### src/rtl/lfsr_gen.sv
// ============================================================================
// Module   : lfsr_gen
// Brief    : Parametrised Galois LFSR pseudo-random word source with a
//            valid/ready output stream, runtime seed reload, zero-seed
//            substitution and hardware period measurement.
// Revision : 1.0 - initial release
// ============================================================================
`default_nettype none

module lfsr_gen #(
    parameter int               WIDTH = 32,
    parameter logic [WIDTH-1:0] TAPS  = 32'h0040_0006,
    parameter logic [WIDTH-1:0] SEED  = 32'hFFFF_FFFF
) (
    input  logic             clk,
    input  logic             rst,
    input  logic             en,
    input  logic             seed_load,
    input  logic [WIDTH-1:0] seed_in,
    output logic [WIDTH-1:0] out_data,
    output logic             out_valid,
    input  logic             out_ready,
    output logic             period_wrap,
    output logic [WIDTH-1:0] period_len,
    output logic             seed_err
);

    localparam logic [WIDTH-1:0] ALL_ONES  = {WIDTH{1'b1}};
    localparam logic [WIDTH-1:0] ONE       = {{(WIDTH-1){1'b0}}, 1'b1};
    // A zero seed would lock the register at zero forever, so it is replaced.
    localparam logic [WIDTH-1:0] SEED_INIT = (SEED == '0) ? ALL_ONES : SEED;
    // x^0 is always present through the shift-in of the feedback bit, so
    // bit 0 of the mask never contributes an XOR.
    localparam logic [WIDTH-1:0] TAP_MASK  = {TAPS[WIDTH-1:1], 1'b0};

    logic [WIDTH-1:0] state;
    logic [WIDTH-1:0] seed_reg;
    logic [WIDTH-1:0] cnt;
    logic [WIDTH-1:0] next_state;
    logic [WIDTH-1:0] load_value;
    logic             feedback;
    logic             seed_zero;
    logic             adv;

    // Galois step: shift left, feedback enters bit 0 and toggles tapped bits.
    always_comb begin
        feedback   = state[WIDTH-1];
        next_state = {state[WIDTH-2:0], feedback} ^ (TAP_MASK & {WIDTH{feedback}});
    end

    // Seed reload value with zero-seed substitution.
    always_comb begin
        seed_zero  = (seed_in == '0);
        load_value = seed_zero ? ALL_ONES : seed_in;
    end

    // Advance when enabled, not reloading, and the output slot is free or
    // being consumed this cycle.
    assign adv = en & ~seed_load & (~out_valid | out_ready);

    // Generator state, output stream, and period measurement.
    always_ff @(posedge clk or negedge rst) begin
        if (!rst) begin
            state       <= SEED_INIT;
            seed_reg    <= SEED_INIT;
            cnt         <= '0;
            out_data    <= '0;
            out_valid   <= 1'b0;
            period_wrap <= 1'b0;
            period_len  <= '0;
            seed_err    <= 1'b0;
        end else begin
            period_wrap <= 1'b0;
            seed_err    <= 1'b0;
            if (seed_load) begin
                // Reload wins over any handshake; the pending word is dropped.
                state     <= load_value;
                seed_reg  <= load_value;
                seed_err  <= seed_zero;
                out_valid <= 1'b0;
                cnt       <= '0;
            end else if (adv) begin
                out_data  <= state;
                out_valid <= 1'b1;
                state     <= next_state;
                if (next_state == seed_reg) begin
                    // The word now leaving is the last one of the period.
                    period_len  <= cnt + ONE;
                    cnt         <= '0;
                    period_wrap <= 1'b1;
                end else begin
                    cnt <= cnt + ONE;
                end
            end else if (out_valid && out_ready) begin
                // Consumed with no replacement available (en low).
                out_valid <= 1'b0;
            end
        end
    end

endmodule

`default_nettype wire

### config.mk
export PLATFORM = sky130hd
export DESIGN_NAME = lfsr_gen
export DESIGN_NICKNAME = d
export VERILOG_FILES = /design/src/rtl/lfsr_gen.sv
export SDC_FILE = /design/constraint.sdc
export NUM_CORES = 1
export LEC_CHECK = 0
export ABC_AREA = 1
export CAP_MARGIN = 0
export CORE_MARGIN = 2
export CORE_UTILIZATION = 25
export DETAILED_ROUTE_END_ITERATION = 10
export GPL_TIMING_DRIVEN = 0
export PLACE_DENSITY = 0.51
export SLEW_MARGIN = 20
export SYNTH_ARGS = -nofsm -noshare
export SYNTH_HDL_FRONTEND = slang
export SYNTH_SLANG_ARGS = --single-unit
export TNS_END_PERCENT = 1
### constraint.sdc
create_clock -name clk -period 2.9 [get_ports clk]
set_clock_uncertainty 0.05 [all_clocks]
set_input_delay 0.58 -clock clk [delete_from_list [all_inputs] [get_ports clk]]
set_output_delay 0.58 -clock clk [all_outputs]
set_load 0.01 [all_outputs]
# Word-level counts from Yosys, hierarchy flattened
# Index checks and enable logic that the tools add are counted.
# classes
n_addsub	1
eq_ne	1
mux	13
bitwise	6
n_reduce_logical	6
# ops
cell	count
$mux W32	6
$add A32 B1 Y32 const B	1
$eq A32 B32 Y1	1
$logic_not A32 Y1	1
$xor A32 B23 Y32	1
$mux W1	7
$reduce_and A3 Y1	1
$reduce_bool A3 Y1	1
$and A1 B1 Y1	2
$not A1 Y1	2
$reduce_and A2 Y1	1
$reduce_bool A2 Y1	1
$logic_and A1 B1 Y1	1
$or A1 B1 Y1	1
# totals
ff_bits	163
input_bits	37
out_inout_bits	67
elab_cells	35

# Longest topological paths before layout
# logic_depth
ltp_word	5
depth_mapped	12

# Worst setup path before layout
# Ideal clock, no wire load.
# synth_timing
path_type	input to register
startpoint	input seed_load
endpoint	register period_len[23]
setup_ns	0.066
arrival_time_ns	1.577
required_time_ns	2.784
setup_slack_ns	1.208
stages	8
n_path_buf	3
path_cell_list	buf_2 inv_4 nand3_4 inv_2 buf_4 buf_2 nand4_1 nand2_1
# synth_between
elab_chain_cells	4
# synth_rtl
element	line_no	rtl
start, declared	18	input logic seed_load,
$not A1 Y1 (no line) (*)	--	
$and A1 B1 Y1 (2 in series)	59	assign adv = en & ~seed_load & (~out_valid | out_ready);
$reduce_and A3 Y1 (no line) (*)	--	
end signal, assigned	88	period_len <= cnt + ONE;
end, declared	24	output logic [WIDTH-1:0] period_len,
# Every way passes the cells marked *; elsewhere a longest branch is shown, timed or not.
# A chain may end at the register's enable or synchronous reset.

# Final worst setup path
# layout_timing
startpoint	register state[7]
endpoint	register period_len[28]
# layout_between
elab_chain_cells	3
# layout_rtl
element	line_no	rtl
start, declared	36	logic [WIDTH-1:0] state;
start signal, assigned	77	state <= load_value;
start signal, assigned	85	state <= next_state;
$xor A32 B23 Y32	48	next_state = {state[WIDTH-2:0], feedback} ^ (TAP_MASK & {WIDTH{feedback}});
$eq A32 B32 Y1	86	if (next_state == seed_reg) begin
$reduce_and A3 Y1 (no line)	--	
# Every way passes these cells.

==> impl_metrics.json <==
{
  "cts_resized": 0,
  "syn_nets": 1090,
  "final_core_util": 0.3186,
  "cts_buffers": 17,
  "worst_ep_arrival_time_ps": 2680,
  "startpoint_type": "register",
  "end_kind": "register",
  "power.leakage_uw": 0.004951,
  "slew-limit-headroom": 0.5015,
  "die_y_um": 187.9,
  "clk_pin_slew_ps": 70,
  "synth_flop_cell": "dfrtp_1",
  "status": "finished, final reports clean",
  "fin_crit_ps": 2354,
  "path_max_fanout": 10,
  "drcViolationCount": 0,
  "powerDensity_mw_per_mm2": 546.9,
  "io_buffers": 102,
  "globalplace.congestion": 0.8736,
  "fp.dieW_um": 187.9,
  "drive_gt1_frac": 0.1609,
  "drtAntennaViolNets": 0,
  "fmax_ghz": 0.4247,
  "core_area_sq_mm": 0.03345,
  "h-tree-depth": 4,
  "cts_root_buffer": "clkbuf_16",
  "synth_most_common_cell": "nand2_1",
  "clk_latency_ps": 440,
  "placed_area_sq_mm": 0.01007,
  "postSynthCellCount": 1052,
  "timing.critical_path.required_ps": 3230,
  "synth.top_cells.by_area": "dfrtp_1 29%, nand2_1 21%, dfstp_2 20%",
  "worstPathCellList": "xnor2_1, nand2_1, nor2_1, nand2_1, nor2_1, buf_2, nand4_1, nand2_1",
  "cp_slowest_stage_delay_ps": 460,
  "fp-row-count": 67,
  "cts_buffer_depth": 2,
  "final_hold_viol_count": 0,
  "yosysSeqAreaShare": 0.4917,
  "setup_tns_ps": 0,
  "grtUsageTotal": 0.1530,
  "drt_iter0_drc": 388,
  "grt-ovfl-total": 0,
  "peakVddDrop_mv": 0.4048,
  "synth_top_area_frac": 0.2929,
  "antenna_found_initial": 1,
  "tritoncts": "yes",
  "hold_class": "input pin to asynchronous set/reset pin",
  "totalWireLength_um": 26180,
  "netlist_area_sq_mm": 0.008458,
  "vias": 7295,
  "grt_max_degree": 89,
  "avgSynthCellArea_sq_um": 8.040,
  "grt_pass1_vias": 7470,
  "maxCapViolations": 0,
  "start_util": 0.2529,
  "nets": 1212,
  "dpl.hpwl_um": 19090,
  "grt_pass1_wl_um": 41760,
  "yosys_warnings": 0,
  "synth_common_cells": "469 x nand2_1, 99 x dfrtp_1, 84 x nor2_1, 64 x dfstp_2, 62 x inv_1",
  "synth_cell_types": 36,
  "synth_edf_count": 0,
  "synthArstFlopShare": 1.000,
  "fp.dieArea_sq_mm": 0.03532,
  "ys_ff_latch": 163,
  "worst_pin_slew_ps": 747.7,
  "viasPerCell": 4.459,
  "crit_top_cell": "nand2_1",
  "cts_sinks": 163,
  "crit_slowest_cell": "nor2_1",
  "io_pins": 104,
  "area_delta_synth_final_pct": 26.01,
  "detail_route.first_pass.iterations": 4,
  "rsz0062_at_grt": "false",
  "synth_top_area_cell": "dfrtp_1",
  "critPathKind": "register to register",
  "final_max_slew_viol_count": 0,
  "post_cts_buffers": 0,
  "setup_violations": 0,
  "min_period_over_period": 0.8119,
  "ctsHoldBuffers": 0,
  "fin_area_sq_mm": 0.01066,
  "wire_per_inst_um": 16.00
}
## stage by stage
stage                     power [uW]  hold WS, ps  worst slack [ps]  std cells
after detailed placement        3588        407.5             284.7       1603
after global routing            6107        151.4             397.6       1635
after global placement          3581        403.1             -5934       1602
final                           5829        52.15             545.6       1636
after floorplan                 3140        234.4              1208       1052
after CTS                       5899        133.7             591.7       1635
## cell type report
cell class / instances / area [sq um]
timing repair buffer: 103 / 1054
fill: 3581 / 22790
buffer: 45 / 282.8
inverter: 67 / 259.0
antenna: 1 / 2.502
tap: 448 / 560.5
clock inverter: 10 / 98.84
clock buffer: 22 / 484.2
multi-input combinational: 777 / 3757
sequential: 163 / 4159
## routing by layer
metal  routed length, um  global-route usage  vias up
met2               12510              0.2547      186
met3                1175             0.03257       33
met1               11940              0.1981     3461
met4                 552             0.04876        0
li1                    -                   -     3615
met5                   0                   0        -
## cells in the final DEF (no fill, tap or decap), types with 15 or more instances in the layout
cell type | Yosys | routed
nand2_1 | 469 | 469
clkdlybuf4s50_1 | 0 | 101
dfrtp_1 | 99 | 99
nor2_1 | 84 | 84
dfstp_2 | 64 | 64
inv_1 | 62 | 62
nand4_1 | 47 | 47
nand3_1 | 33 | 33
nand3_2 | 31 | 31
buf_2 | 19 | 19
o211ai_1 | 17 | 17
clkbuf_16 | 0 | 17
xnor2_1 | 16 | 16
o2111ai_1 | 15 | 15
## worst max-delay path, delay by kind of cell (launching register included)
family / cells / cell delay, ps
buffers and inverters: 1 / 330
flip-flops: 1 / 390
AND/OR/NAND/NOR: 6 / 1080
XOR/XNOR: 1 / 430
## cells by family (layout without fill, tap and decap cells)
| kind of cell | after synthesis | after routing | synth area share |
|---|---|---|---|
| XOR/XNOR | 28 | 28 | 0.03077 |
| buffers and inverters | 112 | 247 | 0.06405 |
| AO/OA/AOI/OAI | 44 | 44 | 0.03861 |
| AND/OR/NAND/NOR | 704 | 704 | 0.3734 |
| adder cells (fa/ha/maj) | 1 | 1 | 0.001479 |
| flip-flops | 163 | 163 | 0.4917 |
| other | 0 | 1 | 0 |
## worst paths after layout
| check | depth (start not counted) | slack [ps] | from | endpoint |
|---|---|---|---|---|
| min in group clk | 2 | 420 | period_len[13]$_DFFE_PN0P_ | period_len[13]$_DFFE_PN0P_ |
| setup reg to reg | 8 | 550 | state[7]$_DFFE_PN1P_ | period_len[28]$_DFFE_PN0P_ |
| max in group asynchronous | 2 | 1760 | rst | seed_reg[21]$_DFFE_PN1P_ |
| setup / recovery | 8 | 550 | state[7]$_DFFE_PN1P_ | period_len[28]$_DFFE_PN0P_ |
| hold / removal | 1 | 50 | rst | period_len[7]$_DFFE_PN0P_ |
| hold reg to reg | 2 | 420 | period_len[13]$_DFFE_PN0P_ | period_len[13]$_DFFE_PN0P_ |
## report_power, final
group / leakage (uW) / total (uW) / internal (uW) / switching (uW)
registers: 0.00201 / 2650 / 2520 / 126
logic: 0.00266 / 893 / 385 / 508
clock network: 0.000283 / 2290 / 1280 / 1010
total: 0.00495 / 5830 / 4190 / 1640
Note: power is estimated with default switching activity, not from simulation.
